File: src/rtl/addr_bus_arbiter.sv
// Round-robin owner arbiter for the 16-bit address-bus mux: drives in_selector with a one-cycle turnaround and hold limit.
// Optional vector-address owner (selector 13, bus 0xFFFF) is enabled by defining ABUS_ARB_VECTOR_EN.

module addr_bus_arbiter #(
    parameter int NUM_REQ    = 7,
    parameter int MAX_HOLD   = 8,
    parameter int HOLD_WIDTH = 4
) (
    input  logic               clk,
    input  logic               reset,
`ifdef ABUS_ARB_VECTOR_EN
    input  logic               vec_req,
    output logic               vec_grant,
`endif
    input  logic [NUM_REQ-1:0] req,
    output logic [NUM_REQ-1:0] grant,
    output logic [3:0]         in_selector,
    output logic [2:0]         owner_id,
    output logic               busy
);

    typedef enum logic [1:0] {
        ST_IDLE   = 2'd0,
        ST_GRANT  = 2'd1,
        ST_TURN   = 2'd2,
        ST_VGRANT = 2'd3
    } state_t;

    localparam logic [3:0]            SEL_NONE  = 4'd0;
    localparam logic [3:0]            SEL_VEC   = 4'd13;
    localparam logic [2:0]            VEC_OWNER = 3'd7;
    localparam logic [HOLD_WIDTH-1:0] HOLD_LAST = HOLD_WIDTH'(MAX_HOLD - 1);
    localparam logic [HOLD_WIDTH-1:0] HOLD_SAT  = HOLD_WIDTH'(MAX_HOLD);

    state_t                  state_q;
    logic [NUM_REQ-1:0]      grant_q;
    logic [3:0]              sel_q;
    logic [2:0]              owner_q;
    logic                    busy_q;
    logic [HOLD_WIDTH-1:0]   hold_q;
    logic [HOLD_WIDTH-1:0]   hold_d;
    logic [2:0]              rr_q;
`ifdef ABUS_ARB_VECTOR_EN
    logic                    vec_q;
`endif

    logic [2:0]              win_s;
    logic [3:0]              cand_s;
    logic                    any_s;
    logic                    own_s;
    logic                    other_s;
    logic                    release_s;

    // Requester index to address-bus mux code; codes 3..6 belong to other bus sources.
    function automatic logic [3:0] sel_code(input logic [2:0] idx);
        logic [3:0] code;
        case (idx)
            3'd0:    code = 4'd1;
            3'd1:    code = 4'd2;
            3'd2:    code = 4'd7;
            3'd3:    code = 4'd8;
            3'd4:    code = 4'd9;
            3'd5:    code = 4'd10;
            3'd6:    code = 4'd11;
            default: code = SEL_NONE;
        endcase
        return code;
    endfunction

    function automatic logic [NUM_REQ-1:0] onehot(input logic [2:0] idx);
        logic [NUM_REQ-1:0] v;
        v      = '0;
        v[idx] = 1'b1;
        return v;
    endfunction

    function automatic logic [2:0] next_ptr(input logic [2:0] idx);
        logic [2:0] p;
        if (idx == 3'(NUM_REQ - 1)) begin
            p = 3'd0;
        end else begin
            p = idx + 3'd1;
        end
        return p;
    endfunction

    // Round-robin search from rr_q; descending loop so the nearest requester wins.
    always_comb begin
        win_s  = 3'd0;
        cand_s = 4'd0;
        for (int k = NUM_REQ - 1; k >= 0; k--) begin
            cand_s = {1'b0, rr_q} + 4'(k);
            if (cand_s >= 4'(NUM_REQ)) begin
                cand_s = cand_s - 4'(NUM_REQ);
            end else begin
                cand_s = cand_s;
            end
            win_s = req[cand_s[2:0]] ? cand_s[2:0] : win_s;
        end
    end

    assign any_s   = |req;
    assign own_s   = |(req & grant_q);
    assign other_s = |(req & ~grant_q);
    assign hold_d  = (hold_q < HOLD_SAT) ? hold_q + HOLD_WIDTH'(1) : hold_q;
    // >= rather than == so a requester arriving after saturation still forces release.
    assign release_s = !own_s || ((hold_q >= HOLD_LAST) && other_s);

    // Arbiter FSM with registered outputs; every path starts from the all-zero TURN/IDLE output set.
    always_ff @(posedge clk) begin
        if (reset) begin
            state_q <= ST_IDLE;
            grant_q <= '0;
            sel_q   <= SEL_NONE;
            owner_q <= 3'd0;
            busy_q  <= 1'b0;
            hold_q  <= '0;
            rr_q    <= 3'd0;
`ifdef ABUS_ARB_VECTOR_EN
            vec_q   <= 1'b0;
`endif
        end else begin
            grant_q <= '0;
            sel_q   <= SEL_NONE;
            owner_q <= 3'd0;
            busy_q  <= 1'b0;
            hold_q  <= '0;
`ifdef ABUS_ARB_VECTOR_EN
            vec_q   <= 1'b0;
`endif
            case (state_q)
                ST_IDLE, ST_TURN: begin
`ifdef ABUS_ARB_VECTOR_EN
                    if (vec_req) begin
                        state_q <= ST_VGRANT;
                        sel_q   <= SEL_VEC;
                        owner_q <= VEC_OWNER;
                        busy_q  <= 1'b1;
                        vec_q   <= 1'b1;
                    end else
`endif
                    if (any_s) begin
                        state_q <= ST_GRANT;
                        grant_q <= onehot(win_s);
                        sel_q   <= sel_code(win_s);
                        owner_q <= win_s;
                        busy_q  <= 1'b1;
                        rr_q    <= next_ptr(win_s);
                    end else begin
                        state_q <= ST_IDLE;
                    end
                end
                ST_GRANT: begin
                    if (release_s) begin
                        state_q <= ST_TURN;
                    end else begin
                        state_q <= ST_GRANT;
                        grant_q <= grant_q;
                        sel_q   <= sel_q;
                        owner_q <= owner_q;
                        busy_q  <= 1'b1;
                        hold_q  <= hold_d;
                    end
                end
`ifdef ABUS_ARB_VECTOR_EN
                ST_VGRANT: begin
                    if (!vec_req) begin
                        state_q <= ST_TURN;
                    end else begin
                        state_q <= ST_VGRANT;
                        sel_q   <= SEL_VEC;
                        owner_q <= VEC_OWNER;
                        busy_q  <= 1'b1;
                        vec_q   <= 1'b1;
                    end
                end
`endif
                default: begin
                    state_q <= ST_IDLE;
                end
            endcase
        end
    end

    assign grant       = grant_q;
    assign in_selector = sel_q;
    assign owner_id    = owner_q;
    assign busy        = busy_q;
`ifdef ABUS_ARB_VECTOR_EN
    assign vec_grant   = vec_q;
`endif

endmodule

File: config.mk
export PLATFORM = sky130hd
export DESIGN_NAME = addr_bus_arbiter
export DESIGN_NICKNAME = d
export VERILOG_FILES = /design/src/rtl/addr_bus_arbiter.sv
export SDC_FILE = /design/constraint.sdc
export NUM_CORES = 1
export LEC_CHECK = 0
export ABC_AREA = 1
export CORE_UTILIZATION = 62
export DETAILED_ROUTE_END_ITERATION = 10
export PLACE_DENSITY = 0.86
export SYNTH_ARGS = -nofsm -noshare
export SYNTH_HDL_FRONTEND = slang
export SYNTH_SLANG_ARGS = --single-unit
File: constraint.sdc
create_clock -name clk -period 9.3 [get_ports clk]
set_input_delay 2.79 -clock clk [delete_from_list [all_inputs] [get_ports clk]]
set_output_delay 2.79 -clock clk [all_outputs]
set_load 0.01 [all_outputs]
After elaboration in Yosys (flattened, before gate mapping)
Cells that the tools add are included.

Add/subtract/negate cells: 15. Order comparisons: 18. Equal/unequal tests: 9. Mux-type cells: 47. Bitwise gates (word level): 4. Reductions and logical operators: 12.

Operators by type and width (count): 3-bit two-way mux (17); 3-bit by 4-bit less-than comparator with 1-bit output (second input constant) (8); 4-bit by 3-bit >= comparator with 1-bit output (second input constant) (7); 4-bit case mux with 7 select lines (1); 1-bit binary-select mux with 3-bit select (7); 7-bit OR reduction (3); 3-bit subtractor (second input constant) (7); 7-bit AND (2); 7-bit two-way mux (2); 7-bit case mux with 2 select lines (1); 3-bit by 3-bit adder with 4-bit output (second input constant) (3); 1-bit two-way mux (11); 3-bit equality test (second input constant) (3); 3-bit by 2-bit adder with 4-bit output (second input constant) (2); 4-bit two-way mux (2); 4-bit case mux with 2 select lines (1); 7-bit NOT (1); 3-bit by 2-bit equality test with 1-bit output (second input constant) (2); 3-bit case mux with 2 select lines (1); 3-bit by 1-bit adder with 4-bit output (second input constant) (1); 4-bit by 1-bit adder with 4-bit output (second input constant) (1); 4-bit less-than comparator (second input constant) (1); 2-bit case mux with 2 select lines (1); 3-bit by 1-bit adder with 3-bit output (second input constant) (1); other kinds (18) (19).

Register bits: 24. Input bits: 9. Output and inout port bits: 15. Logic and storage cells: 112.

Logic depth before layout (Yosys ltp)
Gate-level depths: netlist of run 1.

Word-level depth: 18. Gate-level depth with buffers: 25. Mapped depth without buffers: 25.

Least setup slack after synthesis of run 1
Ideal clock, no wire load.

Path type: input-to-reg. From: in req[5]. To: reg sel_q[3] (netlist: in_selector[3]). Setup time: 0.121 ns. Arrival: 4.576 ns. Data required time: 9.179 ns. Path slack: 4.603 ns. Cell stages on the path: 14. Path buffers: 0. Path through: inv_1 > o211ai_1 > and3_1 > or2_1 > a21oi_1 > nand2_1 > nand2_1 > nand2_2 > nand2_4 > inv_2 > ha_1 > or2_2 > nor3_1 > o21ai_0.

Word-level cells in the longest chain between the ends: 13. Elaborated cells between the ends (all ways): 40. Those cells by class: eq/ne: 7; mux: 24; bitwise: 2; reduce/logical: 7.

Ends and longest elaborated chain: start, declared (RTL line 15) `input logic [NUM_REQ-1:0] req,`; 1-bit binary-select mux with 3-bit select (RTL line 98) `win_s = req[cand_s[2:0]] ? cand_s[2:0] : win_s;`; 1-bit two-way mux (implied by the code) (RTL line 98); 3-bit two-way mux (7 in series) (RTL line 98); 3-bit equality test (tied with other cells) (RTL line 57) `case (idx)`; 4-bit case mux with 7 select lines (RTL line 57); 4-bit two-way mux (RTL line 142) `if (any_s) begin`; 4-bit case mux with 2 select lines (RTL line 131) `case (state_q)`; end signal, assigned (RTL line 145) `sel_q <= sel_code(win_s);`; end signal, assigned (RTL line 159) `sel_q <= sel_q;`; end, declared (RTL line 37) `logic [3:0] sel_q;`.

Parallel ways exist; a longest one is shown, timed or not. The select of a mux whose other input is x is not followed. A chain may end at the register's enable or synchronous reset.

Worst setup path in the final report of run 1
From: in req[0]. To: reg sel_q[3] (netlist: in_selector[3]).

Same word-level chain as after synthesis.

==> impl_metrics.csv, run 1 <==
group,metric,value,unit
setup_path,max_stage_delay,0.57,ns
clocking,cts-root-buf,"clkbuf_4",
routing,via_count,2574,
setup_path,worst_setup_path_start_kind,"input port",
clocking,cts_resized,0,
floorplan,die_w,62.3,um
routing,wl_met1,2.67,mm
run_status,status,"complete, no violations",
routing,dr_wl_met2,3.23,mm
routing,dr_wl_met3,361,um
floorplan,chipHeight,62.3,um
setup_path,slowest_stage,"clkdlybuf4s50_1",
routing,drtIter0Drc,280,
sta,tns,0,ns
setup_path,cp_common_cell,"nand2_1",
clocking,cts_tree,"yes",
setup_path,end_kind,"flip-flop",
global_routing,antenna_found_initial,0,
synth,syn_area_per_cell,6.18,um2
power,combPwrFrac,77.4,%
sta,rsz0062_at_grt,"false",
sta,min_period,5.39,ns
routing,wirelength,6.49,mm
power,intPower,405,uW
power,p_sw,532,uW
sta,max_slew_margin,38.8,%
sta,fin_skew,0.00288,ns
placed_design,gp_congestion,0.994,
clocking,cts_buffers,3,
placed_design,place_ws,3.66,ns
run,drv_cap,0,
final_layout,fin_nets,415,
synth,synthesis.nets,390,
clocking,cts_buffer_depth,2,
synth,synthDistinctLibCells,36,
setup_path,critical_path_required,9.51,ns
setup_path,worstPathMaxFanout,6,
synth,netlist_instances,364,
setup_path,cp_num_buf_inv,4,
synth,yosys_warnings,0,
sta,period_share,58.0,%
sta,slew_violations,0,
placed_design,port_buffers,23,
floorplan,rows,21,
setup_path,cp_top_family,"simple AND/OR/NAND/NOR gates",
global_routing,gr-total-overflow,0,
power,switching_share,56.8,%
routing,top_layer,"met4",
clocking,path_clk_slew,0.11,ns
global_routing,grt.total_usage,34.2,%
synth,synth_seq_area_share,20.5,%
synth,ys_ff_latch,23,
setup_path,rrSetupSlack,5.22,ns
power,clkPwrFrac,4.8,%
synth,synth_flop_cell,"dfxtp_1",
clocking,cts.sinks,23,
floorplan,start_util,65.9,%
sta,worst_slew_pin_slew,0.915,ns
global_routing,grt_max_degree,19,
routing,drc,0,
power,p_per_area,370,nW/um2
sta,hold_viol_final,0,
routing,first_pass_iters,4,
placed_design,dp_hpwl,5.06,mm
floorplan,ios,24,
hold_path,hold_class,"reg2reg",
floorplan,core_area,3420,um2
synth,synthArstFlopShare,0,%
final_layout,antenna_cells,0,
floorplan,die-area,3880,um2
power,power_leakage,1.21,nW
clocking,hold_buffers,0,
final_layout,drive_above_1_share,10.3,%
synth,synth_edf_count,0,
routing,viasPerCell,5.93,
synth,synth.cell_area,2250,um2
sta,clock.fmax,185,MHz
power,power.share.sequential,17.9,%
clocking,htreeDepth,1,
global_routing,grt_pass1_wl,10.6,mm
setup_path,crit_arrival,5.60,ns
routing,detail-route-antenna-nets,0,
global_routing,first_global_vias,2375,
setup_path,critPathKind,"in2reg",
clocking,worstSkewPairLatency,0.31,ns
power,ir_drop,0.000242,V
clocking,post_cts_buffers,0,
routing,post_drt_wl_per_cell,15.0,um
sta,fin_ws,3.91,ns
sta,setup_viol,0,
final_layout,syn2layout_area_growth,12.6,%
setup_path,critical_path.cell_chain,"clkdlybuf4s50_1 > inv_1 > o21ai_0 > inv_1 > o21ai_1 > nand2_1 > nand2_1 > a21oi_1 > nand2_1 > nand2_1 > nand2_1 > nand2_2 > nand2_4 > inv_2 > ha_1 > or2_2 > nor3_1 > o21ai_0",
[worst paths after layout]
kind,from,endpoint,cells past startpoint
worst min-delay path,state_q[1]$_SDFF_PP0_,state_q[1]$_SDFF_PP0_,1
worst max register to register,rr_q[0]$_SDFFE_PP0P_,in_selector[3]$_SDFFE_PP0N_,24
worst max-delay path,req[0],in_selector[3]$_SDFFE_PP0N_,18
worst min register to register,state_q[1]$_SDFF_PP0_,state_q[1]$_SDFF_PP0_,1
[layout make-up]
cell class,count,area [um2]
fill,284,882
inverter,48,180
timing repair buffer,23,230
clock buffer,4,26.3
tap,46,57.6
sequential,23,460
multi-input combinational,290,1580
[sequential cells by signal, summed over array words and instances (netlist names)]
register	flops
grant	7
hold_q	4
in_selector	4
owner_id	3
rr_q	3
state_q	2
[cells in the final DEF, fill, tap and decap left out, drive strengths merged, types with 5 or more instances in the layout]
cell / count
nand2: 132
inv: 47
o21ai: 40
nand3: 35
dfxtp: 23
clkdlybuf4s50: 23
a21oi: 23
ha: 15
nor2: 13
nand4: 6
o211ai: 5
[Yosys cell counts, types with 2 or more instances]
master    count  area [um2]
inv_1        39         146
nand3b_1      3        22.5
a21oi_1      22         110
nand2_1     115         432
nor2_1       12        45.0
nand3_1      33         165
or2_2         2        12.5
nor3_1        2        10.0
o21ai_0      19        95.1
nand4_1       6        37.5
o21ai_2       6        52.6
nand3_2       2        20.0
ha_1         15         188
inv_2         8        30.0
fa_1          2        40.0
dfxtp_1      23         460
o22ai_1       3        18.8
o21ai_1      15        75.1
nand2_4       6        67.6
nand2_2      11        68.8
o211ai_1      5        37.5
[stage by stage]
stage	power, mW	instances	utilization [%]	hold WS (ns)	area, um2
after CTS	0.920	434	74.2	0.446	2530
after global placement	0.854	430	73.4	0.415	2510
after floorplan	0.689	364	-	0.404	2250
final	0.937	434	74.2	0.458	2530
after global routing	1.02	434	74.2	0.478	2530
after detailed placement	0.873	430	73.4	0.430	2510
[power by group through the flow]
stage | logic, mW | clock network, mW | registers [mW]
floorplan | 0.523 | 0 | 0.166
global placement | 0.687 | 0 | 0.167
detailed placement | 0.705 | 0 | 0.168
CTS | 0.709 | 0.0450 | 0.166
global route | 0.800 | 0.0494 | 0.171
finish | 0.725 | 0.0447 | 0.167
[routing by layer]
metal  track usage, %  vias up
li1                 -     1252
met1             39.3     1188
met2             62.9      109
met3             3.68       25
met4             16.0        0
met5                0        -
[logic make-up (layout without fill, tap and decap cells)]
group	Yosys count	in the layout	synth area share [%]
XOR/XNOR	1	1	0.389
adder cells (fa/ha/maj)	17	17	10.1
AND/OR/NAND/NOR	197	197	40.5
flip-flops	23	23	20.5
AO/OA/AOI/OAI	75	75	19.1
buffers and inverters	51	75	9.39
[worst reg2reg max path, cell delays in order, from the launching register on]
cell and delay [ns]:
dfxtp_1 0.84, ha_1 0.30, inv_1 0.06, ha_1 0.42, inv_1 0.13, nand2_2 0.13, nand3_1 0.13, nand2_1 0.16
nand3_1 0.09, nand3_1 0.08, nand2_1 0.06, nand2_1 0.12, nand2_1 0.08, nand2_1 0.07, nand3_1 0.08, nand2_1 0.07
nand2_1 0.05, nand2_1 0.07, nand2_2 0.08, nand2_4 0.10, inv_2 0.06, ha_1 0.24, or2_2 0.33, nor3_1 0.16
o21ai_0 0.09
Note: power is estimated with default switching activity, not from simulation.
==> inputs of run 2 (changes only) <==
--- a/config.mk
+++ b/config.mk
@@ -6,9 +6,9 @@
 export NUM_CORES = 1
 export LEC_CHECK = 0
 export ABC_AREA = 1
-export CORE_UTILIZATION = 62
+export CORE_UTILIZATION = 52
 export DETAILED_ROUTE_END_ITERATION = 10
-export PLACE_DENSITY = 0.86
+export PLACE_DENSITY = 0.77
 export SYNTH_ARGS = -nofsm -noshare
 export SYNTH_HDL_FRONTEND = slang
 export SYNTH_SLANG_ARGS = --single-unit
==> constraint.sdc (replaced) <==
create_clock -name clk -period 4.79 [get_ports clk]
set_input_delay 1.437 -clock clk [delete_from_list [all_inputs] [get_ports clk]]
set_output_delay 1.437 -clock clk [all_outputs]
set_load 0.01 [all_outputs]
==> run 2 against run 1 <==
Sequential power is 84% higher. Global-route usage fell by 5.1 points. Core utilization decreased by 11 points. First-iteration DRC count down 4.6%. Worst setup slack worse by 3.2 ns. Critical path depth up 2. Combinational power rose by 94%.
==> impl_metrics.csv, run 2 (synthesized netlist as in run 1, its figures left out) <==
group,metric,value,unit
run_status,status,"complete, no violations",
run,drv_cap,0,
floorplan,core_area,4090,um2
global_routing,grt.total_usage,29.2,%
sta,rsz0062_at_grt,"false",
clocking,cts_buffers,3,
placed_design,dp.cells,436,
clocking,cts_buffer_depth,2,
sta,fin_ws,0.748,ns
sta,period_share,84.4,%
final_layout,final_common_cell,"nand2_1",
sta,hold_viol_final,0,
placed_design,place_ws,0.565,ns
global_routing,grt_pass1_wl,10.0,mm
sta,slew_violations,0,
routing,drc,0,
final_layout,drive_above_1_share,11.0,%
global_routing,gr-total-overflow,0,
sta,min_period,4.04,ns
final_layout,final_cell_mix,"nand2_1, inv_1, nand3_1",
setup_path,crit_arrival,4.20,ns
sta,fin_skew,0.00182,ns
final_layout,multi_input_area,1580,um2
sta,clock.fmax,247,MHz
power,p_per_area,712,nW/um2
hold_path,hold_class,"reg2reg",
global_routing,antenna_found_initial,0,
routing,via_count,2471,
power,finalPower,1.83,mW
final_layout,fin_nets,417,
clocking,cts_tree,"yes",
setup_path,critPathKind,"reg2reg",
power,power_leakage,1.23,nW
floorplan,start_util,55.1,%
setup_path,end_kind,"flip-flop",
routing,first_pass_iters,6,
final_layout,seq_area,460,um2
clocking,path_clk_slew,0.08,ns
final_layout,antenna_cells,0,
routing,wirelength,6.20,mm
sta,setup_viol,0,
clocking,cts.sinks,23,
routing,detail-route-antenna-nets,0,
final_layout,syn2layout_area_growth,14.3,%
placed_design,dp_hpwl,4.89,mm
floorplan,die_w,67.8,um
setup_path,worstPathMaxFanout,10,
setup_path,critical_path_required,4.95,ns
floorplan,chipHeight,67.8,um
final_layout,largest_reg_flops,7,
floorplan,die-area,4600,um2
sta,hold_slack,0.436,ns
setup_path,worst_setup_path_start_kind,"flip-flop",
clocking,post_cts_buffers,0,
sta,max_slew_margin,64.1,%
routing,post_drt_wl_per_cell,14.1,um
clocking,htreeDepth,1,
final_layout,stdcell_count,440,
clocking,cts_resized,0,
clocking,hold_buffers,0,
sta,tns,0,ns
sta,worst_slew_pin_slew,0.536,ns
floorplan,rows,23,
clocking,worstSkewPairLatency,0.26,ns
placed_design,port_buffers,23,
clocking,cts-root-buf,"clkbuf_8",
global_routing,first_global_vias,2173,
power,ir_drop,0.000411,V
placed_design,gp_congestion,1.04,
routing,drtIter0Drc,267,
final_layout,n_fill_cell,406,
floorplan,ios,24,
routing,viasPerCell,5.62,
global_routing,grt_max_degree,17,
[run 2: report_power, final]
group / internal, mW / switching [mW] / total, mW
logic: 0.504 / 0.901 / 1.41
clock network: 0.0581 / 0.0614 / 0.119
registers: 0.252 / 0.0559 / 0.308
total: 0.814 / 1.02 / 1.83
[run 2: through the flow]
stage | utilization, % | instance area (um2)
CTS | 63.0 | 2570
global route | 63.0 | 2570
floorplan | - | 2250
detailed placement | 61.8 | 2530
finish | 63.0 | 2570
global placement | 61.8 | 2530
[run 2: area by class of cell]
class                   instances  area share (%)
clock inverters                 1           0.194
repair buffers                 25            9.53
multi-input cells             290            61.4
well taps                      50            2.43
clock buffers                   3            1.60
flip-flops and latches         23            17.9
inverters                      48            7.00
[run 2: worst paths after layout]
| check | slack [ns] | start | cells past startpoint | to |
|---|---|---|---|---|
| max | 0.75 | rr_q[1]$_SDFFE_PP0P_ | 20 | in_selector[3]$_SDFFE_PP0N_ |
| min | 0.44 | state_q[1]$_SDFF_PP0_ | 1 | state_q[1]$_SDFF_PP0_ |
| max reg2reg | 0.75 | rr_q[1]$_SDFFE_PP0P_ | 20 | in_selector[3]$_SDFFE_PP0N_ |
| min reg2reg | 0.44 | state_q[1]$_SDFF_PP0_ | 1 | state_q[1]$_SDFF_PP0_ |
[run 2: critical path, stage by stage (launching register included)]
cell and delay, ns:
dfxtp_1 0.59, inv_1 0.26, ha_1 0.27, fa_1 0.48
o21ai_2 0.25, clkinv_1 0.15, o21ai_1 0.09, a21oi_1 0.06
nor2_1 0.12, nor2_1 0.08, or2_1 0.27, a21oi_1 0.13
nand2_1 0.09, nand2_1 0.08, nand2_2 0.07, nand2_4 0.09
inv_2 0.05, ha_1 0.22, or2_2 0.32, nor3_1 0.18
o21ai_0 0.09
[run 2: metal layers]
metal  wire length (um)  global-route usage, %
met3                232                   2.03
met5                  0                      0
met1               2660                   34.9
met4                268                   15.9
met2               3040                   51.2
==> inputs of run 3 (changes only) <==
--- a/config.mk
+++ b/config.mk
@@ -6,9 +6,9 @@
 export NUM_CORES = 1
 export LEC_CHECK = 0
 export ABC_AREA = 1
-export CORE_UTILIZATION = 52
+export CORE_UTILIZATION = 57
 export DETAILED_ROUTE_END_ITERATION = 10
-export PLACE_DENSITY = 0.77
+export PLACE_DENSITY = 0.8
 export SYNTH_ARGS = -nofsm -noshare
 export SYNTH_HDL_FRONTEND = slang
 export SYNTH_SLANG_ARGS = --single-unit
==> constraint.sdc (replaced) <==
create_clock -name clk -period 4.1 [get_ports clk]
set_input_delay 1.23 -clock clk [delete_from_list [all_inputs] [get_ports clk]]
set_output_delay 1.23 -clock clk [all_outputs]
set_load 0.01 [all_outputs]
==> run 3 against run 2 <==
Power increased by 17%. Design area grew 1.4%. Core utilization increased by 7.2 points. Register-to-register slack worse by 0.38 ns. Die area shrank 8.5%. Via count up 0.16%. Sequential power up 16%. Clock skew is 0.0025 ns higher. Non-clock buffer count rose by 5. Global-route usage rose by 2.9 points. Sequential share of layout area down 0.24 points. Critical path type is now in2reg.
==> impl_metrics.csv, run 3 (synthesized netlist as in run 1, its figures left out) <==
group,metric,value,unit
setup_path,cp-startpoint,"req[5]",
clocking,cts_buffer_depth,2,
sta,tns,0,ns
setup_path,path_depth,15,
sta,min_period,3.76,ns
clocking,worstSkewPairLatency,0.27,ns
setup_path,critical_path_required,4.26,ns
global_routing,grt.total_usage,32.1,%
placed_design,port_buffers,23,
sta,setup_viol,0,
setup_path,cp_top_family,"simple AND/OR/NAND/NOR gates",
routing,drc,0,
power,finalPower,2.14,mW
routing,detail-route-antenna-nets,0,
setup_path,max_stage_delay,0.50,ns
placed_design,place_ws,0.0857,ns
placed_design,dp.cells,439,
setup_path,critical_path.cell_chain,"clkdlybuf4s50_1 > inv_1 > o211ai_1 > and3_1 > or2_1 > a21oi_1 > nand2_1 > nand2_1 > nand2_2 > nand2_4 > inv_2 > ha_1 > or2_2 > nor3_1 > o21ai_0",
global_routing,grt_pass1_wl,10.4,mm
global_routing,antenna_found_initial,0,
final_layout,largest_reg_flops,7,
setup_path,worstPathMaxFanout,7,
sta,period_share,91.8,%
hold_path,min_path_cells,2,
final_layout,syn2layout_area_growth,15.9,%
setup_path,rrSetupSlack,0.37,ns
routing,drtIter0Drc,280,
placed_design,dp_hpwl,5.02,mm
final_layout,fin_area,2610,um2
run,drv_cap,0,
setup_path,critPathKind,"in2reg",
final_layout,final_common_cell,"nand2_1",
sta,fin_ws,0.336,ns
routing,wirelength,6.26,mm
clocking,htreeDepth,1,
placed_design,placed_cell_area,2560,um2
sta,hold_viol_final,0,
floorplan,start_util,60.6,%
floorplan,die-area,4200,um2
clocking,hold_buffers,0,
setup_path,worstReg2RegEnd,"in_selector[3]$_SDFFE_PP0N_",
setup_path,end_kind,"flip-flop",
setup_path,r2r_start,"rr_q[1]$_SDFFE_PP0P_",
global_routing,grt_max_degree,14,
routing,first_pass_iters,5,
sta,fin_skew,0.00433,ns
clocking,cts-root-buf,"clkbuf_8",
hold_path,worstHoldEndpoint,"owner_id[0]$_SDFFE_PP0N_",
final_layout,fin_nets,422,
hold_path,hold_class,"reg2reg",
setup_path,slowest_stage,"clkdlybuf4s50_1",
clocking,post_cts_buffers,0,
clocking,cts_buffers,3,
final_layout,utilization,70.2,%
final_layout,n_fill_cell,333,
sta,clock.fmax,266,MHz
routing,viasPerCell,5.59,
setup_path,ff2ff_path_depth,20,
global_routing,gr-total-overflow,0,
setup_path,cp_num_buf_inv,3,
sta,max_slew_margin,66.5,%
final_layout,drive_above_1_share,12.2,%
sta,worst_slew_pin_slew,0.497,ns
sta,hold_slack,0.453,ns
sta,slew_violations,0,
setup_path,worst_setup_path_start_kind,"input port",
floorplan,chipHeight,64.8,um
clocking,path_clk_slew,0.08,ns
hold_path,hp-start,"owner_id[0]$_SDFFE_PP0N_",
run_status,status,"complete, no violations",
power,p_per_area,821,nW/um2
sta,rsz0062_at_grt,"false",
final_layout,antenna_cells,0,
power,power_leakage,1.25,nW
final_layout,stdcell_count,443,
power,ir_drop,0.000546,V
floorplan,die_w,64.8,um
setup_path,crit_arrival,3.92,ns
routing,via_count,2475,
clocking,cts_tree,"yes",
clocking,cts.sinks,23,
placed_design,gp_congestion,0.979,
final_layout,final_cell_mix,"nand2_1, inv_1, nand3_1",
floorplan,rows,22,
floorplan,core_area,3720,um2
setup_path,cp_common_cell,"nand2_1",
global_routing,first_global_vias,2281,
routing,post_drt_wl_per_cell,14.1,um
clocking,cts_resized,0,
floorplan,ios,24,
[run 3: changes by cell type in the layout (fill, tap and decap cells not counted)]
cell | previous run | this run
buf_4 | 2 | 7
[run 3: tightest hold or removal path, stage by stage (launching register included)]
cell and delay (ns):
dfxtp_1 0.32, nand2_1 0.06, nand2_1 0.04
[run 3: how the worst max path moves through the flow]
stage / endpoint / slack [ns]
global route: in_selector[3]$_SDFFE_PP0N_ / 0.19
floorplan: in_selector[3]$_SDFFE_PP0N_ / 0.70
CTS: in_selector[3]$_SDFFE_PP0N_ / 0.38
detailed placement: in_selector[3]$_SDFFE_PP0N_ / 0.09
global placement: in_selector[3]$_SDFFE_PP0N_ / 0.15
finish: in_selector[3]$_SDFFE_PP0N_ / 0.34
[run 3: layout make-up]
cell class	count	area (um2)	share of cell area (%)
clock buffers	3	41.3	1.58
clock inverters	1	5.00	0.192
inverters	48	180	6.91
multi-input cells	290	1580	60.5
flip-flops and latches	23	460	17.6
well taps	48	60.1	2.30
repair buffers	30	283	10.8
[run 3: metal layers]
layer	share of wire, %	wire length (um)	up-vias	track usage (%)
met3	3.5	221	19	2.11
met1	44	2780	1120	39.0
li1	-	-	1270	-
met5	0	0	-	0
met2	48	3000	66	56.3
met4	4.0	253	0	16.4
[run 3: where the power goes]
part | leakage, nW | internal, mW | switching (mW)
registers | 0.188 | 0.295 | 0.0626
clock network | 0.0255 | 0.0679 | 0.0720
logic | 1.04 | 0.591 | 1.05
